## src/rtl/mips_mem_arbiter.sv

```systemverilog
// mips_mem_arbiter
//   Single-port memory arbiter for a MIPS-style core. Three requesters share
//   one synchronous memory: instruction fetch (read only), MEM-stage data and
//   a debug/loader port. One access is in flight at a time:
//   IDLE (arbitrate) -> ACCESS (MEM_LAT cycles) -> RESP (one-cycle ack).
//   Priority is dbg > data > fetch, except that a fetch which has lost
//   STARVE_MAX decisions in a row wins over everything.
//
//   Optional feature: define MEM_ARB_DBG_EN to let the debug port arbitrate.
//   Without it the dbg_* inputs are ignored and dbg_ack stays 0.
//
// Ports
//   clk1, rst                          clock, synchronous active-high reset
//   halted                             core halted; fetch requests ignored
//   if_req/if_addr -> if_ack, if_stall instruction fetch port
//   d_req/d_we/d_addr/d_wdata -> d_ack data port
//   dbg_req/dbg_we/dbg_addr/dbg_wdata -> dbg_ack  debug port
//   rdata                              read data, valid while an ack is high
//   mem_en/mem_we/mem_addr/mem_wdata, mem_rdata   memory side
//   busy                               high in ACCESS or RESP
module mips_mem_arbiter #(
    parameter int AW         = 10,
    parameter int DW         = 32,
    parameter int MEM_LAT    = 2,
    parameter int STARVE_MAX = 3
) (
    input  logic          clk1,
    input  logic          rst,
    input  logic          halted,
    input  logic          if_req,
    input  logic [AW-1:0] if_addr,
    output logic          if_ack,
    output logic          if_stall,
    input  logic          d_req,
    input  logic          d_we,
    input  logic [AW-1:0] d_addr,
    input  logic [DW-1:0] d_wdata,
    output logic          d_ack,
    input  logic          dbg_req,
    input  logic          dbg_we,
    input  logic [AW-1:0] dbg_addr,
    input  logic [DW-1:0] dbg_wdata,
    output logic          dbg_ack,
    output logic [DW-1:0] rdata,
    output logic          mem_en,
    output logic          mem_we,
    output logic [AW-1:0] mem_addr,
    output logic [DW-1:0] mem_wdata,
    input  logic [DW-1:0] mem_rdata,
    output logic          busy
);

`ifdef MEM_ARB_DBG_EN
    localparam logic DBG_EN = 1'b1;
`else
    localparam logic DBG_EN = 1'b0;
`endif

    localparam logic [1:0] LAT_LAST   = 2'(MEM_LAT - 1);
    localparam logic [3:0] STARVE_LIM = 4'(STARVE_MAX);

    typedef enum logic [1:0] {IDLE, ACCESS, RESP} state_t;
    typedef enum logic [1:0] {SRC_NONE, SRC_IF, SRC_D, SRC_DBG} src_t;

    state_t     state, state_nxt;
    src_t       win, gnt;
    logic [1:0] lat_cnt;
    logic [3:0] starve_cnt;
    logic       we_q;
    logic       if_elig, d_elig, dbg_elig, last_acc;

    assign if_elig  = if_req & ~halted;
    assign d_elig   = d_req;
    // With the debug port compiled out this term is constant 0.
    assign dbg_elig = dbg_req & DBG_EN;
    assign last_acc = (lat_cnt == LAT_LAST);

    // Winner of the current IDLE decision; the starvation override comes first.
    always_comb begin
        win = SRC_NONE;
        if (if_elig && (starve_cnt == STARVE_LIM)) win = SRC_IF;
        else if (dbg_elig)                         win = SRC_DBG;
        else if (d_elig)                           win = SRC_D;
        else if (if_elig)                          win = SRC_IF;
    end

    // State register
    always_ff @(posedge clk1) begin
        if (rst) state <= IDLE;
        else     state <= state_nxt;
    end

    // Next-state logic
    always_comb begin
        state_nxt = state;
        case (state)
            IDLE:    if (win != SRC_NONE) state_nxt = ACCESS;
            ACCESS:  if (last_acc)        state_nxt = RESP;
            RESP:    state_nxt = IDLE;
            default: state_nxt = IDLE;
        endcase
    end

    // Grant capture, latency counter, starvation counter and read data.
    always_ff @(posedge clk1) begin
        if (rst) begin
            gnt        <= SRC_NONE;
            lat_cnt    <= '0;
            starve_cnt <= '0;
            we_q       <= 1'b0;
            mem_addr   <= '0;
            mem_wdata  <= '0;
            rdata      <= '0;
        end else begin
            case (state)
                IDLE: begin
                    if (win != SRC_NONE) begin
                        gnt     <= win;
                        lat_cnt <= '0;
                        case (win)
                            SRC_DBG: begin
                                mem_addr  <= dbg_addr;
                                we_q      <= dbg_we;
                                mem_wdata <= dbg_wdata;
                            end
                            SRC_D: begin
                                mem_addr  <= d_addr;
                                we_q      <= d_we;
                                mem_wdata <= d_wdata;
                            end
                            default: begin
                                // Fetch is read-only; write data is left as is.
                                mem_addr <= if_addr;
                                we_q     <= 1'b0;
                            end
                        endcase
                        // Counts lost decisions only; saturates at the limit.
                        if (win == SRC_IF)
                            starve_cnt <= '0;
                        else if (if_elig && (starve_cnt < STARVE_LIM))
                            starve_cnt <= starve_cnt + 4'd1;
                    end
                end
                ACCESS: begin
                    lat_cnt <= lat_cnt + 2'd1;
                    // Memory data is valid in the last ACCESS cycle only.
                    if (last_acc && !we_q) rdata <= mem_rdata;
                end
                default: begin
                end
            endcase
        end
    end

    // Outputs decoded from state and the captured grant
    always_comb begin
        mem_en  = (state == ACCESS);
        mem_we  = (state == ACCESS) & we_q;
        busy    = (state != IDLE);
        if_ack  = (state == RESP) && (gnt == SRC_IF);
        d_ack   = (state == RESP) && (gnt == SRC_D);
        dbg_ack = DBG_EN && (state == RESP) && (gnt == SRC_DBG);
    end

    assign if_stall = if_req & ~if_ack;

endmodule

```

## config.mk

```make
export PLATFORM = sky130hd
export DESIGN_NAME = mips_mem_arbiter
export DESIGN_NICKNAME = d
export VERILOG_FILES = /design/src/rtl/mips_mem_arbiter.sv
export SDC_FILE = /design/constraint.sdc
export NUM_CORES = 1
export LEC_CHECK = 0
export ABC_AREA = 0
export BUFFER_PORTS_ARGS = -buffer_cell sky130_fd_sc_hd__clkbuf_2
export CAP_MARGIN = 20
export CORE_MARGIN = 2
export CORE_UTILIZATION = 41
export CTS_CLUSTER_SIZE = 20
export DETAILED_ROUTE_END_ITERATION = 8
export PLACE_DENSITY = 0.83
export SLEW_MARGIN = 20
export SYNTH_ARGS = -nofsm -noshare
export SYNTH_HDL_FRONTEND = slang
export SYNTH_SLANG_ARGS = --single-unit
```

## constraint.sdc

```tcl
create_clock -name clk1 -period 1.9 [get_ports clk1]
set_input_delay 0.38 -clock clk1 [delete_from_list [all_inputs] [get_ports clk1]]
set_output_delay 0.38 -clock clk1 [all_outputs]
set_load 0.05 [all_outputs]
```

==> out/results.tsv <==
stage	metric	value	unit
routing	drt-total-wl	8738	um
global_routing	antenna_found_initial	0	
finish	final_nets	703	
routing	dr_wl_met2	4539	um
worst_setup_path	start_kind	flip-flop	
finish	final_cell_area	4672	um2
logic_synthesis	syn_avg_cell_area	8.705	um2
routing	drt_iter0_markers	86	
worst_setup_path	critPathSlowestCell	dfxtp_4	
clocking	clkTransAtPathRegs	90	ps
logic_synthesis	synth_compound_area_share	20.13	%
worst_setup_path	end_kind	primary output	
routing	vias	3219	
logic_synthesis	synth.most_common_cell	nand2_1	
logic_synthesis	synth_edf_count	0	
routing	dr.pass1.iters	4	
logic_synthesis	netlist.top_cell.by_area	dfxtp_1	
place	dpl.hpwl	6386	um
worst_setup_path	cp_max_fo	7	
logic_synthesis	synth_seq_cells	85	
finish	antenna_cells	0	
logic_synthesis	syn_area	3456	um2
floorplan	die_h	95.81	um
min_path	min_from	d_wdata[24]	
routing	wl_per_cell	12.91	um
floorplan	die_area	9180	um2
logic_synthesis	synth_top_cell_area_share	49.24	%
sta	max_freq	551.9	MHz
floorplan	fp.dieW	95.81	um
sta	finalSetupViolations	0	
floorplan	core_area	8175	um2
logic_synthesis	syn_inst	397	
worst_setup_path	critPathTopFamily	buffers and inverters	
min_path	worstHoldEndpoint	mem_wdata[24]$_SDFFE_PP0P_	
routing	remaining_drc_errors	0	
worst_setup_path	reg2reg_slack	120	ps
routing	postRouteAntennaNets	0	
logic_synthesis	synthDistinctLibCells	40	
logic_synthesis	yosys_warnings	0	
sta	finClkSkew	10.92	ps
logic_synthesis	synth.area.top_cells	dfxtp_1 49%, nand2_1 12%, a21oi_2 7.3%	
global_routing	grt_remaining_overflow	0	
power	p_leak	0.002057	uW
global_routing	grt_max_degree	35	
sta	setup-tns-final	0	ps
power	irDropWorstVdd	0.5263	mV
min_path	hp-class	in2reg	
logic_synthesis	async_flop_share	0	%
sta	whs	240.0	ps
worst_setup_path	cp.arrival	1430	ps
routing	via_per_inst	4.755	
floorplan	io_pins	215	
place	gp_congestion	0.7409	
logic_synthesis	synth_top_family_by_area	simple AND/OR/NAND/NOR gates	
clocking	cts_made_buffers	9	
worst_setup_path	cp_slowest_stage_delay	400	ps
clocking	clkSinkCount	85	
floorplan	rows	33	
worst_setup_path	critPathRequiredTime	1520	ps
finish	final_util	57.15	%
clocking	clockBufferDepth	2	
floorplan	initial_core_util	42.27	%
sta	rsz0062_at_grt	no	
routing	wl_met1	3572	um
finish	areaGrowthSynthToFinish	35.19	%
finish	fill_cells	772	
clocking	cts-root-buf	clkbuf_8	
worst_setup_path	worstRegToRegCells	6	
logic_synthesis	synthAdderAreaFrac	0.7241	%
global_routing	gr-usage-all-layers	18.65	%
sta	final_max_slew_viol_count	0	
clocking	cts_tree	built	
global_routing	grt_pass1_wl	13500	um
clocking	clk_latency	350	ps
outcome	status	finished, final reports clean	
worst_setup_path	cp_cell_sequence	buf_4 -> nand2b_4 -> inv_2 -> and2_1 -> buf_2	
sta	post-route-period-util	95.37	%
worst_setup_path	r2r-start	starve_cnt[0]$_SDFFE_PP0P_	
logic_synthesis	synth_commonest_cells	109 x nand2_1, 85 x dfxtp_1, 50 x a21oi_1	
worst_setup_path	r2r_end	mem_addr[1]$_SDFFE_PP0P_	
min_path	hold-path-cell-count	3	
power	power.density	882.1	nW/um2
sta	period_needed	1812	ps
logic_synthesis	synth-xor-area-share	0	%
logic_synthesis	synth-main-ff-cell	dfxtp_1	
logic_synthesis	yosysSeqAreaShare	49.24	%
routing	met3_length	557	um
clocking	postCtsHoldBufs	0	
worst_setup_path	path_class	reg2out	
place	port_buffers	169	
job	drv_cap	0	
logic_synthesis	muxShareOfSynthArea	0.2896	%
worst_setup_path	cp_num_buf_inv	3	
place	place_area	4428	um2
logic_synthesis	yosys.area_share.simple	24.91	%
global_routing	grt_pass1_vias	3019	
clocking	cts_max_level	3	
routing	top_layer_used	met4	
logic_synthesis	syn_nets	533	
sta	final_hold_viol_count	0	
finish	drive_gt1_share	48.25	%
-- cell families (layout without fill, tap and decap cells) --
logic type / Yosys count / in the layout
and+or+nand+nor: 180 / 180
other: 1 / 1
AOI/OAI and AO/OA: 100 / 100
DFF: 85 / 85
buffers and inverters: 28 / 203
muxes: 1 / 1
adders and majority gates: 2 / 2
-- registers in the layout, indices dropped and copies added, names as in the netlist --
| register | flops |
|---|---|
| gnt | 2 |
| rdata | 32 |
| mem_wdata | 32 |
| state | 2 |
| starve_cnt | 4 |
| we_q | 1 |
| mem_addr | 10 |
| lat_cnt | 2 |
-- cell type report --
class / count / area [um2] / area share, %
Inverter: 3 / 11.26 / 0.2410
Timing Repair Buffer: 184 / 1007 / 21.56
Multi-Input combinational cell: 284 / 1622 / 34.71
Clock buffer: 11 / 151.4 / 3.240
Tap cell: 105 / 131.4 / 2.812
Clock inverter: 5 / 42.54 / 0.9106
Sequential cell: 85 / 1707 / 36.53
-- through the flow --
step | std cells | setup WS [ps] | power (uW)
after floorplan | 397 | -408.8 | 2650
after global placement | 658 | 80.67 | 2900
after detailed placement | 658 | 23.31 | 2928
after CTS | 676 | -25.92 | 4164
after global routing | 677 | 1.651 | 4325
final | 677 | 87.94 | 4121
-- worst max path at each step --
stage,to,startpoint,slack (ps),depth (start not counted)
6_report,mem_we,state[0]$_SDFFE_PP0P_,90,5
5_1_grt,mem_addr[2]$_SDFFE_PP0P_,starve_cnt[0]$_SDFFE_PP0P_,2,6
4_1_cts,if_ack,state[0]$_SDFFE_PP0P_,-30,3
3_5_place_dp,mem_wdata[5]$_SDFFE_PP0P_,d_req,20,6
3_3_place_gp,mem_wdata[4]$_SDFFE_PP0P_,d_req,80,6
2_1_floorplan,if_stall,state[0]$_SDFFE_PP0P_,-410,2
-- metal layers --
| metal | track usage (%) | vias up |
|---|---|---|
| li1 | - | 1651 |
| met3 | 3.994 | 7 |
| met4 | 5.833 | 0 |
| met5 | 0 | - |
| met2 | 35.08 | 100 |
| met1 | 20.81 | 1461 |
-- placed cells by master, fill, tap and decap left out, types with 2 or more instances in the layout --
cell type | netlist | layout
clkbuf_2 | 0 | 165
nand2_1 | 109 | 109
dfxtp_1 | 85 | 83
a21oi_1 | 50 | 50
nand2_2 | 29 | 29
a21oi_2 | 29 | 29
nor2_1 | 22 | 22
buf_4 | 4 | 14
clkbuf_8 | 0 | 11
a211oi_1 | 10 | 10
buf_12 | 0 | 3
inv_1 | 2 | 2
nor3b_2 | 3 | 2
nand2b_1 | 2 | 2
o21ai_4 | 2 | 2
nor3b_1 | 2 | 2
a22oi_1 | 2 | 2
ha_1 | 2 | 2
inv_6 | 0 | 2
clkinv_4 | 0 | 2
-- power breakdown --
group	internal, uW	leakage, uW	total [uW]	switching [uW]
clock network	561	0.0000965	1220	660
logic	296	0.00127	959	663
registers	1880	0.000695	1940	59.9
total	2740	0.00206	4120	1380
-- worst register-to-register path, stage by stage, from the launching register on --
cell and delay, ps:
dfxtp_1 370, ha_1 170, buf_4 120, or3b_4 410, o21ai_4 300, nand2_1 90
a211oi_1 220
-- repair_timing --
| action | in CTS | in global routing |
|---|---|---|
| setup endpoints to repair | 5 | 4 |
| setup buffers | 2 | 2 |
| gates resized for setup | 4 | 7 |
| pin swaps | 1 | 1 |
No activity file was read; power rests on OpenSTA's default activity.
